### config.mk
export PLATFORM = sky130hd
export DESIGN_NAME = pll_lock_sequencer
export DESIGN_NICKNAME = d
export VERILOG_FILES = /design/src/rtl/pll_seq_pkg.sv /design/src/rtl/sync_2ff.sv /design/src/rtl/pll_lock_sequencer.sv
export SDC_FILE = /design/constraint.sdc
export NUM_CORES = 1
export LEC_CHECK = 0
export CORE_ASPECT_RATIO = 0.7
export CORE_UTILIZATION = 45
export DETAILED_ROUTE_END_ITERATION = 8
export GPL_TIMING_DRIVEN = 0
export HOLD_SLACK_MARGIN = 0.12
export PLACE_DENSITY_LB_ADDON = 0.08
export SLEW_MARGIN = 20
export SYNTH_ARGS = -nofsm -noshare
export SYNTH_HDL_FRONTEND = slang
export SYNTH_HIERARCHICAL = 1
export SYNTH_SLANG_ARGS = --single-unit
### constraint.sdc
create_clock -name clk_pin -period 2.3 [get_ports clk_pin]
set_input_delay 0.345 -clock clk_pin [delete_from_list [all_inputs] [get_ports clk_pin]]
set_output_delay 0.345 -clock clk_pin [all_outputs]
set_load 0.005 [all_outputs]
### src/rtl/pll_seq_pkg.sv
`default_nettype none
// ============================================================================
// Module      : pll_seq_pkg
// Description : Shared types for the PLL lock sequencer: state encoding
//               (also exported on state_o) and its width.
// Revision    : 1.0 - initial release
// ============================================================================
package pll_seq_pkg;

    localparam int c_state_w = 3;

    // Encodings are visible on state_o, so they are fixed
    typedef enum logic [c_state_w-1:0] {
        S_RESET_PLL = 3'd0,
        S_WAIT_LOCK = 3'd1,
        S_STABLE    = 3'd2,
        S_RUN       = 3'd3,
        S_FAULT     = 3'd4
    } pll_state_e;

endpackage
`default_nettype wire

### src/rtl/sync_2ff.sv
`default_nettype none
// ============================================================================
// Module      : sync_2ff
// Description : Two-flop synchronizer for a single asynchronous status bit.
//               Clears to 0 on reset.
// Revision    : 1.0 - initial release
// ============================================================================
module sync_2ff (
    input  logic clk,
    input  logic rst_n,
    input  logic i_async,
    output logic o_sync
);

    logic r_meta;

    // First stage may go metastable; second stage gives it a cycle to settle
    always_ff @(posedge clk or negedge rst_n) begin
        if (!rst_n) begin
            r_meta <= 1'b0;
            o_sync <= 1'b0;
        end else begin
            r_meta <= i_async;
            o_sync <= r_meta;
        end
    end

endmodule
`default_nettype wire

### src/rtl/pll_lock_sequencer.sv
`default_nettype none
// ============================================================================
// Module      : pll_lock_sequencer
// Description : Power-up / lock-loss sequencer for the cascaded board PLLs.
//               Pulses the PLL reset, waits for lock with timeout and bounded
//               retries, demands a stable lock interval, then releases the
//               downstream reset. Runs on the board clock only.
// Revision    : 1.0 - initial release
// ============================================================================
module pll_lock_sequencer
    import pll_seq_pkg::*;
#(
    parameter int RST_CYCLES    = 16,
    parameter int LOCK_TIMEOUT  = 65535,
    parameter int STABLE_CYCLES = 1024,
    parameter int MAX_RETRIES   = 3,
    parameter int CNT_W         = 8
) (
    input  logic                 clk_pin,
    input  logic                 rst_n,
    input  logic                 pll_locked,
    input  logic                 retry_req,
    output logic                 pll_rst,
    output logic                 sys_rst_n,
    output logic                 fault,
    output logic [c_state_w-1:0] state_o,
    output logic [CNT_W-1:0]     lock_loss_cnt
);

    // Counter widths; a limit of 1 still needs a 1-bit register
    localparam int c_rst_w = (RST_CYCLES > 1)    ? $clog2(RST_CYCLES)    : 1;
    localparam int c_to_w  = $clog2(LOCK_TIMEOUT);
    localparam int c_stb_w = (STABLE_CYCLES > 1) ? $clog2(STABLE_CYCLES) : 1;
    localparam int c_rty_w = (MAX_RETRIES > 0)   ? $clog2(MAX_RETRIES + 1) : 1;

    localparam logic [c_rst_w-1:0] c_rst_last = c_rst_w'(RST_CYCLES - 1);
    localparam logic [c_to_w-1:0]  c_to_last  = c_to_w'(LOCK_TIMEOUT - 1);
    localparam logic [c_stb_w-1:0] c_stb_last = c_stb_w'(STABLE_CYCLES - 1);
    localparam logic [c_rty_w-1:0] c_max_rty  = c_rty_w'(MAX_RETRIES);

    pll_state_e         r_state;
    pll_state_e         w_state_next;
    logic               w_locked_s;
    logic [c_rst_w-1:0] r_rst_cnt;
    logic [c_to_w-1:0]  r_to_cnt;
    logic [c_stb_w-1:0] r_stb_cnt;
    logic [c_rty_w-1:0] r_retries;

    logic w_rst_done;
    logic w_timeout;
    logic w_stable_done;
    logic w_retry_ok;

    sync_2ff u_sync_locked (
        .clk     (clk_pin),
        .rst_n   (rst_n),
        .i_async (pll_locked),
        .o_sync  (w_locked_s)
    );

    assign w_rst_done    = (r_rst_cnt == c_rst_last);
    assign w_timeout     = (r_to_cnt  == c_to_last);
    assign w_stable_done = (r_stb_cnt == c_stb_last);
    assign w_retry_ok    = (r_retries <  c_max_rty);

    // Next-state decision; lock takes priority over a coincident timeout
    always_comb begin
        w_state_next = r_state;
        case (r_state)
            S_RESET_PLL: if (w_rst_done) w_state_next = S_WAIT_LOCK;
            S_WAIT_LOCK: begin
                if (w_locked_s)     w_state_next = S_STABLE;
                else if (w_timeout) w_state_next = w_retry_ok ? S_RESET_PLL : S_FAULT;
            end
            S_STABLE: begin
                if (!w_locked_s)        w_state_next = S_WAIT_LOCK;
                else if (w_stable_done) w_state_next = S_RUN;
            end
            S_RUN:       if (!w_locked_s) w_state_next = S_RESET_PLL;
            S_FAULT:     if (retry_req)   w_state_next = S_RESET_PLL;
            default:                      w_state_next = S_RESET_PLL;
        endcase
    end

    // State register plus outputs decoded from the next state, so every output is a flop
    always_ff @(posedge clk_pin or negedge rst_n) begin
        if (!rst_n) begin
            r_state   <= S_RESET_PLL;
            state_o   <= S_RESET_PLL;
            pll_rst   <= 1'b1;
            sys_rst_n <= 1'b0;
            fault     <= 1'b0;
        end else begin
            r_state   <= w_state_next;
            state_o   <= w_state_next;
            pll_rst   <= (w_state_next == S_RESET_PLL) || (w_state_next == S_FAULT);
            sys_rst_n <= (w_state_next == S_RUN);
            fault     <= (w_state_next == S_FAULT);
        end
    end

    // Reset-pulse width counter: runs only while staying in RESET_PLL, zero on entry
    always_ff @(posedge clk_pin or negedge rst_n) begin
        if (!rst_n)
            r_rst_cnt <= '0;
        else if (r_state == S_RESET_PLL && w_state_next == S_RESET_PLL)
            r_rst_cnt <= r_rst_cnt + c_rst_w'(1);
        else
            r_rst_cnt <= '0;
    end

    // Lock timeout counter: runs only while staying in WAIT_LOCK, zero on entry
    always_ff @(posedge clk_pin or negedge rst_n) begin
        if (!rst_n)
            r_to_cnt <= '0;
        else if (r_state == S_WAIT_LOCK && w_state_next == S_WAIT_LOCK)
            r_to_cnt <= r_to_cnt + c_to_w'(1);
        else
            r_to_cnt <= '0;
    end

    // Stable-lock counter: runs only while staying in STABLE, zero on entry
    always_ff @(posedge clk_pin or negedge rst_n) begin
        if (!rst_n)
            r_stb_cnt <= '0;
        else if (r_state == S_STABLE && w_state_next == S_STABLE)
            r_stb_cnt <= r_stb_cnt + c_stb_w'(1);
        else
            r_stb_cnt <= '0;
    end

    // Retry counter: bumps on a timeout retry, clears on reaching RUN or leaving FAULT
    always_ff @(posedge clk_pin or negedge rst_n) begin
        if (!rst_n)
            r_retries <= '0;
        else if (r_state == S_WAIT_LOCK && w_state_next == S_RESET_PLL)
            r_retries <= r_retries + c_rty_w'(1);
        else if ((r_state == S_STABLE && w_state_next == S_RUN) ||
                 (r_state == S_FAULT  && w_state_next == S_RESET_PLL))
            r_retries <= '0;
    end

    // Saturating count of lock losses seen while running
    always_ff @(posedge clk_pin or negedge rst_n) begin
        if (!rst_n)
            lock_loss_cnt <= '0;
        else if (r_state == S_RUN && w_state_next == S_RESET_PLL && lock_loss_cnt != '1)
            lock_loss_cnt <= lock_loss_cnt + CNT_W'(1);
    end

endmodule
`default_nettype wire
==> impl_metrics.py <==
metrics = {
    "status": {
        "status": "finished clean",
    },
    "synth": {
        "synth_edf_count": 0,
        "ys_seq_elements": 48,
        "yosysSeqAreaShare_pct": 53.1,
        "synthArstFlopShare_pct": 100,
        "synth_cell_types": 39,
        "syn-num-nets": 218,
        "synth_cells": 208,
        "netlist_area_um2": 2260,
        "synthFlopType": "dfrtp_1",
        "syn_area_per_cell_um2": 10.9,
        "yosysWarningCount": 6,
    },
    "min_path": {
        "hp-class": "reg -> reg",
    },
    "critical_path": {
        "r2r_cells": 6,
        "start_kind": "flop",
        "arrival_ps": 2060,
        "worstSetupPathType": "reg -> reg",
        "end_kind": "flop",
        "cp-startpoint": "r_stb_cnt[0]",
        "reg2reg_from": "r_stb_cnt[0]",
        "required_ps": 2480,
        "critPathCapture": "r_retries[0]",
        "r2r_slack_ps": 420,
        "timing.rr.end": "r_retries[0]",
        "crit_path_max_fanout": 9,
    },
    "sta": {
        "max_freq_mhz": 532,
        "period_share_pct": 81.7,
        "period_needed_ps": 1880,
        "finalHoldViolations": 0,
        "maxSlewHeadroom_pct": 65.7,
        "slew_violations": 0,
        "setup_tns_ps": 0,
        "worst_pin_slew_ps": 514,
        "setup_viol": 0,
        "fin_skew_ps": 4.53,
        "rsz0062_at_grt": "false",
    },
    "pwr": {
        "netSwitchingFraction_pct": 29.8,
        "pwr-share-clk_pct": 24.6,
        "cell_internal_pwr_uw": 1350,
        "p_leak_uw": 0.00113,
        "power_frac_comb_pct": 22.5,
        "p_sw_uw": 574,
        "p_seq_share_pct": 53.0,
        "power_density_nw_per_um2": 733,
        "ir_drop_mv": 0.399,
    },
    "route": {
        "drtAntennaViolNets": 0,
        "vias": 1533,
        "first_pass_iters": 4,
        "routed_wl_um": 4210,
        "drc": 0,
        "wire_per_inst_um": 13.9,
        "drt_iter0_markers": 79,
        "routed_via_density": 5.06,
    },
    "clocking": {
        "cts_root_buf": "clkbuf_8",
        "clk_path_buf_depth": 2,
        "cts_buffers": 5,
        "clk_transition_reported_paths_ps": 80,
        "clk_latency_ps": 290,
        "cts.sinks": 48,
        "h-tree-depth": 2,
        "cts_tree": "done",
        "cts_setup_buffers": 0,
    },
    "global_routing": {
        "grt-ovfl-total": 0,
        "grt_start_max_net_pins": 28,
        "grt_pass1_wl_um": 7380,
        "grt_pass1_vias": 1576,
        "antenna_found_initial": 0,
        "grt_use_total_pct": 18.7,
    },
    "layout": {
        "diodes": 0,
        "synthToLayoutAreaGrowth_pct": 15.9,
        "postLayoutCellArea_um2": 2620,
        "fill_cells": 423,
        "finalNetCount": 244,
        "drive_gt1_share_pct": 9.40,
    },
    "die": {
        "die_y_um": 61.3,
        "core_area_um2": 4810,
        "io_pins": 18,
        "dieArea_um2": 5320,
        "num_rows": 21,
        "die_x_um": 86.8,
        "initial_utilization_pct": 47.1,
    },
    "job": {
        "maxCapViolations": 0,
    },
    "placed_design": {
        "placed_area_um2": 2530,
        "portBuffers": 17,
        "hpwl_um": 3120,
        "routabilityCongestion": 0.791,
    },
}
==> through the flow <==
stage,power (µW),hold slack (ps),setup slack [ps],std cells,utilization (%)
final,1920,355,421,303,54.5
after global placement,1440,336,-383,294,52.4
after CTS,1940,355,391,303,54.5
after global routing,2040,378,235,303,54.5
after detailed placement,1470,336,403,295,52.7
after floorplan,1310,49.4,665,208,-
==> per-layer routing <==
layer,vias up,routed length (µm),GRT usage [%]
met1,738,2180,25.7
met2,24,1830,30.0
met3,6,147,4.16
met4,0,47,5.95
met5,-,0,0
li1,765,-,-
==> timing repair <==
item	in CTS	in global routing
hold buffers	1	0
hold endpoints to repair	21	0
gates resized for setup	0	0
==> cells by family (layout without fill, tap and decap cells) <==
| family | Yosys count | in the layout | synth area share (%) |
|---|---|---|---|
| AOI/OAI and AO/OA | 13 | 13 | 4.81 |
| muxes | 1 | 1 | 0.442 |
| DFF | 48 | 48 | 53.1 |
| buffers and inverters | 12 | 38 | 2.49 |
| adders and majority gates | 6 | 6 | 3.32 |
| and+or+nand+nor | 97 | 97 | 23.8 |
| xor gates and xnor gates | 31 | 31 | 12.0 |
==> synthesized netlist by cell type, types with 2 or more instances <==
| cell | number | area share, % |
|---|---|---|
| nand3_1 | 14 | 3.1 |
| nor2_1 | 31 | 5.1 |
| buf_2 | 3 | 0.66 |
| nand4_1 | 9 | 2.5 |
| inv_1 | 8 | 1.3 |
| nor4_1 | 4 | 1.1 |
| dfrtp_1 | 47 | 52 |
| ha_1 | 6 | 3.3 |
| a41oi_1 | 2 | 0.77 |
| nor3b_1 | 2 | 0.66 |
| xnor2_1 | 13 | 5.0 |
| nor2b_1 | 2 | 0.55 |
| and4_1 | 3 | 1.2 |
| nand2_1 | 13 | 2.2 |
| o21ai_1 | 3 | 0.66 |
| and3_1 | 4 | 1.1 |
| nand2b_1 | 3 | 0.83 |
| xor2_1 | 18 | 7.0 |
| nor3_1 | 3 | 0.66 |
==> cell usage in the layout (no fill, tap or decap), drive strengths merged, types with 5 or more instances in the layout <==
cell	instances
inv	8
clkdlybuf4s50	16
nand2	15
buf	6
nand3	14
nand4	9
clkbuf	6
dfrtp	47
nor4	5
xor2	18
nor2	31
xnor2	13
ha	6
==> layout make-up <==
cell class                 instances  area, µm²  share of cell area, %
tap                               69       86.3                   3.29
clock inverter                     1       5.00                  0.191
sequential                        48       1200                   45.8
multi-input combinational        148       1000                   38.3
inverter                           8       30.0                   1.15
timing repair buffer              19        195                   7.44
clock buffer                       6       72.6                   2.77
buffer                             4       26.3                   1.00
==> flip-flops by register name, indices dropped and copies added, names as in the netlist <==
register / flops
fault: 1
lock_loss_cnt: 8
pll_rst: 1
r_retries: 2
r_rst_cnt: 4
r_state: 3
r_stb_cnt: 10
r_to_cnt: 16
sys_rst_n: 1
u_sync_locked/o_sync: 1
u_sync_locked/r_meta: 1
==> worst min path at each step <==
stage,start,to,depth (start not counted)
floorplan,rst_n,fault,0
global placement,u_sync_locked/r_meta,u_sync_locked/o_sync,0
detailed placement,u_sync_locked/r_meta,u_sync_locked/o_sync,0
CTS,u_sync_locked/r_meta,u_sync_locked/o_sync,0
global route,u_sync_locked/r_meta,u_sync_locked/o_sync,0
finish,u_sync_locked/r_meta,u_sync_locked/o_sync,0
==> critical path: stages, from the launching register on <==
cell	delay [ps]
dfrtp_1	430
ha_1	260
and4_1	190
buf_2	160
a31oi_2	270
o211ai_4	160
o41ai_1	300
==> power by group through the flow <==
| stage | registers [µW] | logic (µW) | clock network, µW |
|---|---|---|---|
| global route | 1030 | 490 | 520 |
| CTS | 1020 | 438 | 482 |
| global placement | 1030 | 414 | 0 |
| floorplan | 1010 | 295 | 0 |
| finish | 1020 | 432 | 472 |
| detailed placement | 1030 | 436 | 0 |
Power figures use the tool's default switching activity.
